**src/rtl/proc_ctrl_fsm.sv**
```systemverilog
// Multi-cycle control sequencer: FETCH/DECODE/EXECUTE/MEMORY/WRITEBACK with mux selects.
// Optional retired-instruction counter enabled by defining PROC_CTRL_INSTR_CNT_EN.
module proc_ctrl_fsm #(
  parameter int unsigned OPCODE_WIDTH = 6,
  parameter int unsigned MEM_TIMEOUT  = 15
) (
  input  logic                    CLK,
  input  logic                    RST,
  input  logic                    START,
  input  logic                    STOP,
  input  logic [OPCODE_WIDTH-1:0] OPCODE,
  input  logic                    ZERO,
  input  logic                    MEM_READY,
  output logic [5:0]              STATE,
  output logic                    BUSY,
  output logic                    IR_LOAD,
  output logic                    MEM_READ,
  output logic                    MEM_WRITE,
  output logic                    RF_WRITE,
  output logic                    PC_LOAD,
  output logic                    OP2_SEL,
  output logic                    WB_SEL,
  output logic                    PC_SEL,
  output logic                    ERR
`ifdef PROC_CTRL_INSTR_CNT_EN
  ,
  output logic [31:0]             INSTR_CNT
`endif
);

  localparam int unsigned CntW = $clog2(MEM_TIMEOUT + 1);
  // Last wait cycle index; a miss here is the MEM_TIMEOUT-th miss.
  localparam logic [CntW-1:0] CntLast = CntW'(MEM_TIMEOUT - 1);

  localparam logic [OPCODE_WIDTH-1:0] OpR   = OPCODE_WIDTH'(8'h00);
  localparam logic [OPCODE_WIDTH-1:0] OpLw  = OPCODE_WIDTH'(8'h23);
  localparam logic [OPCODE_WIDTH-1:0] OpSw  = OPCODE_WIDTH'(8'h2B);
  localparam logic [OPCODE_WIDTH-1:0] OpBeq = OPCODE_WIDTH'(8'h04);
  localparam logic [OPCODE_WIDTH-1:0] OpJmp = OPCODE_WIDTH'(8'h02);

  typedef enum logic [5:0] {
    StIdle      = 6'b000001,
    StFetch     = 6'b000010,
    StDecode    = 6'b000100,
    StExecute   = 6'b001000,
    StMemory    = 6'b010000,
    StWriteback = 6'b100000
  } state_e;

  typedef enum logic [2:0] {
    ClsR,
    ClsI,
    ClsLw,
    ClsSw,
    ClsBeq,
    ClsJmp
  } cls_e;

  state_e                  state_q, state_d;
  logic [OPCODE_WIDTH-1:0] opcode_q, opcode_d;
  logic [CntW-1:0]         cnt_q, cnt_d;
  logic                    err_q, err_d;
  cls_e                    cls;

  always_ff @(posedge CLK) begin
    if (!RST) begin
      state_q  <= StIdle;
      opcode_q <= '0;
      cnt_q    <= '0;
      err_q    <= 1'b0;
    end else begin
      state_q  <= state_d;
      opcode_q <= opcode_d;
      cnt_q    <= cnt_d;
      err_q    <= err_d;
    end
  end

  always_comb begin
    cls = ClsI;
    case (opcode_q)
      OpR:     cls = ClsR;
      OpLw:    cls = ClsLw;
      OpSw:    cls = ClsSw;
      OpBeq:   cls = ClsBeq;
      OpJmp:   cls = ClsJmp;
      default: cls = ClsI;
    endcase
  end

  always_comb begin
    state_d   = state_q;
    opcode_d  = opcode_q;
    cnt_d     = cnt_q;
    err_d     = err_q;
    IR_LOAD   = 1'b0;
    MEM_READ  = 1'b0;
    MEM_WRITE = 1'b0;
    RF_WRITE  = 1'b0;
    PC_LOAD   = 1'b0;
    OP2_SEL   = 1'b0;
    WB_SEL    = 1'b0;
    PC_SEL    = 1'b0;

    unique case (state_q)
      StIdle: begin
        if (START) begin
          state_d = StFetch;
          cnt_d   = '0;
          err_d   = 1'b0;
        end
      end
      StFetch: begin
        MEM_READ = 1'b1;
        if (MEM_READY) begin
          IR_LOAD = 1'b1;
          state_d = StDecode;
        end else if (cnt_q == CntLast) begin
          err_d   = 1'b1;
          state_d = StIdle;
        end else begin
          cnt_d = cnt_q + CntW'(1);
        end
      end
      StDecode: begin
        opcode_d = OPCODE;
        state_d  = StExecute;
      end
      StExecute: begin
        OP2_SEL = (cls == ClsI) || (cls == ClsLw) || (cls == ClsSw);
        if ((cls == ClsLw) || (cls == ClsSw)) begin
          state_d = StMemory;
          cnt_d   = '0;
        end else begin
          state_d = StWriteback;
        end
      end
      StMemory: begin
        MEM_READ  = (cls == ClsLw);
        MEM_WRITE = (cls == ClsSw);
        OP2_SEL   = 1'b1;
        if (MEM_READY) begin
          state_d = StWriteback;
        end else if (cnt_q == CntLast) begin
          err_d   = 1'b1;
          state_d = StIdle;
        end else begin
          cnt_d = cnt_q + CntW'(1);
        end
      end
      StWriteback: begin
        PC_LOAD  = 1'b1;
        RF_WRITE = (cls == ClsR) || (cls == ClsI) || (cls == ClsLw);
        WB_SEL   = (cls == ClsLw);
        PC_SEL   = (cls == ClsJmp) || ((cls == ClsBeq) && ZERO);
        if (STOP) begin
          state_d = StIdle;
        end else begin
          state_d = StFetch;
          cnt_d   = '0;
        end
      end
      default: state_d = StIdle;
    endcase
  end

  assign STATE = state_q;
  assign BUSY  = (state_q != StIdle);
  assign ERR   = err_q;

`ifdef PROC_CTRL_INSTR_CNT_EN
  logic [31:0] instr_cnt_q;

  // WRITEBACK always lasts one cycle, so every WRITEBACK cycle is an exit edge.
  always_ff @(posedge CLK) begin
    if (!RST) begin
      instr_cnt_q <= '0;
    end else if (state_q == StWriteback) begin
      instr_cnt_q <= instr_cnt_q + 32'd1;
    end
  end

  assign INSTR_CNT = instr_cnt_q;
`endif

endmodule

```
**config.mk**
```make
export PLATFORM = sky130hd
export DESIGN_NAME = proc_ctrl_fsm
export DESIGN_NICKNAME = d
export VERILOG_FILES = /design/src/rtl/proc_ctrl_fsm.sv
export SDC_FILE = /design/constraint.sdc
export NUM_CORES = 1
export LEC_CHECK = 0
export BUFFER_PORTS_ARGS = -buffer_cell sky130_fd_sc_hd__buf_2
export CORE_ASPECT_RATIO = 0.8
export CORE_MARGIN = 1.5
export CORE_UTILIZATION = 50
export CTS_BUF_LIST = sky130_fd_sc_hd__clkbuf_16
export CTS_CLUSTER_DIAMETER = 40
export CTS_CLUSTER_SIZE = 25
export DETAILED_ROUTE_END_ITERATION = 7
export GPL_TIMING_DRIVEN = 0
export PLACE_DENSITY = 0.79
export SYNTH_ARGS = -nofsm -noshare
export SYNTH_HDL_FRONTEND = slang
export SYNTH_SLANG_ARGS = --single-unit
```
**constraint.sdc**
```tcl
create_clock -name CLK -period 2.8 [get_ports CLK]
set_input_delay 0.42 -clock CLK [delete_from_list [all_inputs] [get_ports CLK]]
set_output_delay 0.42 -clock CLK [all_outputs]
set_load 0.01 [all_outputs]
```
; ---- After elaboration in Yosys (flattened, before gate mapping)
; Cells that the tools add are included.
[totals]
ff_bits = 17
out_inout_bits = 16
elab_cells = 69
[op_classes]
n_addsub = 1
n_eq_ne = 23
mux = 27
reduce_logical = 14
[ops]
columns = cell, n
row1 = $pmux W6 S6, 1
row2 = $mux W6, 5
row3 = $mux W4, 5
row4 = $eq A6 B6 Y1 const B, 3
row5 = $pmux W4 S4, 1
row6 = $pmux W3 S5, 1
row7 = $eq A6 B2 Y1 const B, 2
row8 = $eq A6 B3 Y1 const B, 2
row9 = $mux W1, 10
row10 = $ne A2 B2 Y1 const B, 5
row11 = $eq A3 B2 Y1 const B, 2
row12 = $eq A3 B3 Y1 const B, 2
row13 = $eq A6 B1 Y1 const B, 1
row14 = $eq A6 B4 Y1 const B, 1
row15 = $eq A6 B5 Y1 const B, 1
row16 = $logic_not A6 Y1, 1
row17 = $logic_or A1 B1 Y1, 6
row18 = $ne A6 B1 Y1 const B, 1
row19 = $pmux W1 S2, 3
row20 = $reduce_and A6 Y1, 1
row21 = $add A4 B1 Y4 const B, 1
row22 = $eq A4 B4 Y1 const B, 1
row23 = $reduce_and A4 Y1, 1
row24 = $reduce_bool A4 Y1, 1
row25 = other kinds (7), 7

; ---- Depth between registers and ports, before layout
[depth]
ltp_word = 6
mapped_depth = 7
mapped_depth_nobuf = 6

; ---- Worst setup path before layout
; No wires, ideal clock.
[synth_timing]
path_kind = reg-to-reg
start = register state_q[1], in the netlist STATE[1]
end = register cnt_q[1]
arrival_ns = 1.983
t_required_ns = 2.728
path_slack_ns = 0.746
stages_incl_launch_ff = 8
path_buffers = 2
period_less_slack_ns = 2.054
cell_sequence = dfxtp_1 buf_6 or4_4 or3b_1 buf_6 nand4_2 and4_4 mux2i_1
[synth_via]
elab_chain_cells = 4
elab_cells_between_ends = 14
classes_between = eq/ne (10) / mux (1) / reduce/logical (3)
[synth_rtl]
columns = item, line
row1 = start: declaration, 59  ; state_e state_q, state_d;
row2 = start signal: assignment, 67  ; state_q <= StIdle;
row3 = start signal: assignment, 72  ; state_q <= state_d;
row4 = $eq A6 B5 Y1 / $eq A6 B2 Y1 (equally long branches), 105  ; unique case (state_q)
row5 = $reduce_or A2 Y1 (no line), -
row6 = $ne A2 B2 Y1 (no line) / $reduce_bool A4 Y1 (equally long branches), -
row7 = $reduce_and A6 Y1 (no line), -
row8 = end signal: assignment, 74  ; cnt_q <= cnt_d;
row9 = end: declaration, 61  ; logic [CntW-1:0] cnt_q, cnt_d;
; Parallel ways exist; a longest one is shown, timed or not.
; A chain may end at the register's enable or synchronous reset.

; ---- Worst setup path in the final report
[layout_timing]
start = register state_q[3], in the netlist STATE[3]
end = output PC_SEL
[layout_via]
elab_chain_cells = 2
[layout_rtl]
columns = item, line
row1 = $eq A6 B6 Y1, 105
row2 = $mux W1, 105
row3 = end: declaration, 23  ; output logic PC_SEL,
; Every way passes these cells.

==> results.yml <==
timing:
  max_slew_margin: 0.528
  rsz0062_at_grt: "no"
  fin_ws_ns: 0.351
  setup_viol: 0
  fin_crit_sh: 0.875
  setup_tns_ns: 0
  slew_violations: 0
  worst_slew_pin_slew_ns: 0.702
  hold_ws_ns: 0.429
  fmax_mhz: 408
  period_minus_slack_ns: 2.45
  finalHoldViolations: 0
  skew_ns: 0.00308
synthesis:
  synthAdderAreaFrac: 0.0251
  synthCells: 124
  synth_mux_area_frac: 0.0100
  ys_types: 39
  synth-compound-area-share: 0.194
  synth_top_family_by_area: "simple AND/OR/NAND/NOR gates"
  synth-seq-cells: 17
  synthesis.area_um2: 997
  syn_nets: 138
  ys_warn_count: 0
  synth-seq-area-share: 0.341
  avgSynthCellArea_um2: 8.04
  synthXorXnorAreaFrac: 0.0176
  synth-simple-area-share: 0.355
finish:
  multi_input_area_um2: 601
  fillers: 158
  drive_above_1_share: 0.265
  area_delta_synth_final_pct: 24.5
  layout.cells.non_filler: 179
  fin_area_um2: 1240
  fin_util: 0.662
  nets: 170
  antenna_cells: 0
  final-seq-area_um2: 340
route:
  top_layer: "met4"
  first_pass_iters: 4
  met3_length_um: 190
  drt-total-wl_um: 2470
  wl_met2_um: 1210
  initialDrtViolationCount: 55
  wl_met1_um: 1040
  route.vias.total: 1040
  ant_nets: 0
  viasPerCell: 5.81
  route.detailed.drc: 0
  avgRoutedWirePerCell_um: 13.8
cts:
  cts_made_buffers: 3
  clk_pin_slew_ns: 0.05
  insertion_delay_ns: 0.25
  cts_resized: 0
  htree_levels: 1
  cts_tree: "built"
  cts_root_buf: "clkbuf_16"
  clock_sinks: 17
  cts.path.max_buffers: 2
  cts-hold-fix-buffers: 0
  post-cts-setup-buffers: 0
global_route:
  gr-usage-all-layers: 0.251
  antenna_found_initial: 0
  grt_max_degree: 11
  grt_pass1_vias: 923
  grt_overflow: 0
  grt_pass1_wl_um: 4090
setup_path:
  path_class: "reg -> out"
  critPathLaunchType: "flop"
  endpoint_kind: "output port"
  crit_arrival_ns: 2.03
  worstPathMaxFanout: 8
  cp.required_ns: 2.38
floorplanning:
  fp.dieArea_um2: 2270
  core_area_um2: 1870
  initial_core_util: 0.532
  io_pins: 28
  die_w_um: 52.9
  rows: 14
  die_h_um: 42.9
outcome:
  status: "finished, final reports clean"
power:
  p_per_area_nw_per_um2: 601
  finalPower_mw: 0.746
  peakVddDrop_v: 0.000567
  leakage_nw: 0.542
placement:
  dpl.hpwl_um: 1880
  routabilityCongestion: 0.771
  placedCellCount: 175
  postPlaceCellArea_um2: 1160
  dp_slack_ns: 0.656
  io_buffers: 27
worst_hold_path:
  hold_path_class: "in -> reg"
flow_run:
  maxCapViolCount: 0
metal layers:
layer	track usage	up-vias
li1	-	506
met1	0.319	482
met2	0.400	48
met3	0.0563	4
met4	0.113	0
met5	0	-
registers in the layout (all words and copies together), names as in the netlist:
register	flops
opcode_q	6
ERR	1
STATE	6
cnt_q	4
path summary, 6_finish.rpt:
path / start / to / cells past startpoint / slack (ns)
hold / removal: OPCODE[5] / opcode_q[5] / 3 / 0.43
setup / recovery: STATE[3] / PC_SEL / 5 / 0.35
setup reg to reg: STATE[1] / cnt_q[1] / 7 / 0.65
hold reg to reg: opcode_q[5] / opcode_q[5] / 2 / 0.49
cell type report:
cell class                      instances  share of cell area
Sequential cell                        17               0.274
Tap cell                               24              0.0242
Clock inverter                          1             0.00302
Multi-Input combinational cell         96               0.484
Inverter                                5              0.0151
Timing Repair Buffer                   27               0.109
Clock buffer                            3              0.0605
Buffer                                  6              0.0302
critical path, stage by stage, from the launching register on:
cell and delay (ns):
dfxtp_1 0.31, clkbuf_1 0.19, nor4_1 0.45, nand3b_1 0.33, nor4_1 0.33, buf_2 0.17
where the power goes:
part / leakage (nW) / switching (mW) / internal [mW] / total (mW)
Clock: 0.0423 / 0.0938 / 0.190 / 0.283
Combinational: 0.362 / 0.105 / 0.0956 / 0.201
Sequential: 0.137 / 0.0102 / 0.252 / 0.262
Total: 0.542 / 0.209 / 0.537 / 0.746
Yosys cell counts:
library cell,instances,area share
o21ai_1,1,0.0050
mux2i_1,1,0.010
nor2_1,8,0.030
a2bb2oi_2,1,0.015
nor3b_2,1,0.013
a21boi_0,6,0.045
or4_1,4,0.030
a22oi_1,1,0.0075
o21ba_2,1,0.010
nand4b_1,1,0.0088
nand3_1,4,0.020
or3b_2,1,0.0088
nand4_2,1,0.013
nor3b_1,3,0.023
a21oi_1,6,0.030
o22ai_1,2,0.013
and3_1,2,0.013
clkbuf_1,4,0.015
xnor2_1,1,0.0088
o21a_1,1,0.0075
nor2b_1,2,0.013
nor3_1,4,0.020
dfxtp_1,17,0.34
o221ai_2,1,0.015
or4_4,1,0.011
a21o_1,2,0.015
or2_2,1,0.0063
nor4_1,4,0.025
xor2_1,1,0.0088
or3b_1,1,0.0088
a211oi_1,1,0.0075
and4_4,1,0.011
buf_6,2,0.023
nand2_1,23,0.087
o21ai_0,3,0.015
ha_1,2,0.025
o2111ai_1,1,0.0088
nand3b_1,2,0.015
inv_1,5,0.019
layout by cell type, fill, tap and decap left out, types with 2 or more instances in the layout:
cell       netlist  final
buf_2            0     27
clkbuf_16        0      3
nand3b_1         2      2
or4_1            4      4
nor2_1           8      8
a21boi_0         6      6
clkbuf_1         4      4
o21ai_0          3      3
a21o_1           2      2
nor4_1           4      4
inv_1            5      6
dfxtp_1         17     17
a21oi_1          6      6
nor2b_1          2      2
and3_1           2      2
nand2_1         23     23
ha_1             2      2
nand3_1          4      4
nor3b_1          3      3
o22ai_1          2      2
buf_6            2      2
nor3_1           4      4
logic make-up after synthesis:
| kind of cell | after synthesis |
|---|---|
| mux | 1 |
| compound gates | 27 |
| buf+inv | 11 |
| fa+ha+maj | 2 |
| flops | 17 |
| simple gates | 64 |
| xor+xnor | 2 |
No activity file was read; power rests on OpenSTA's default activity.
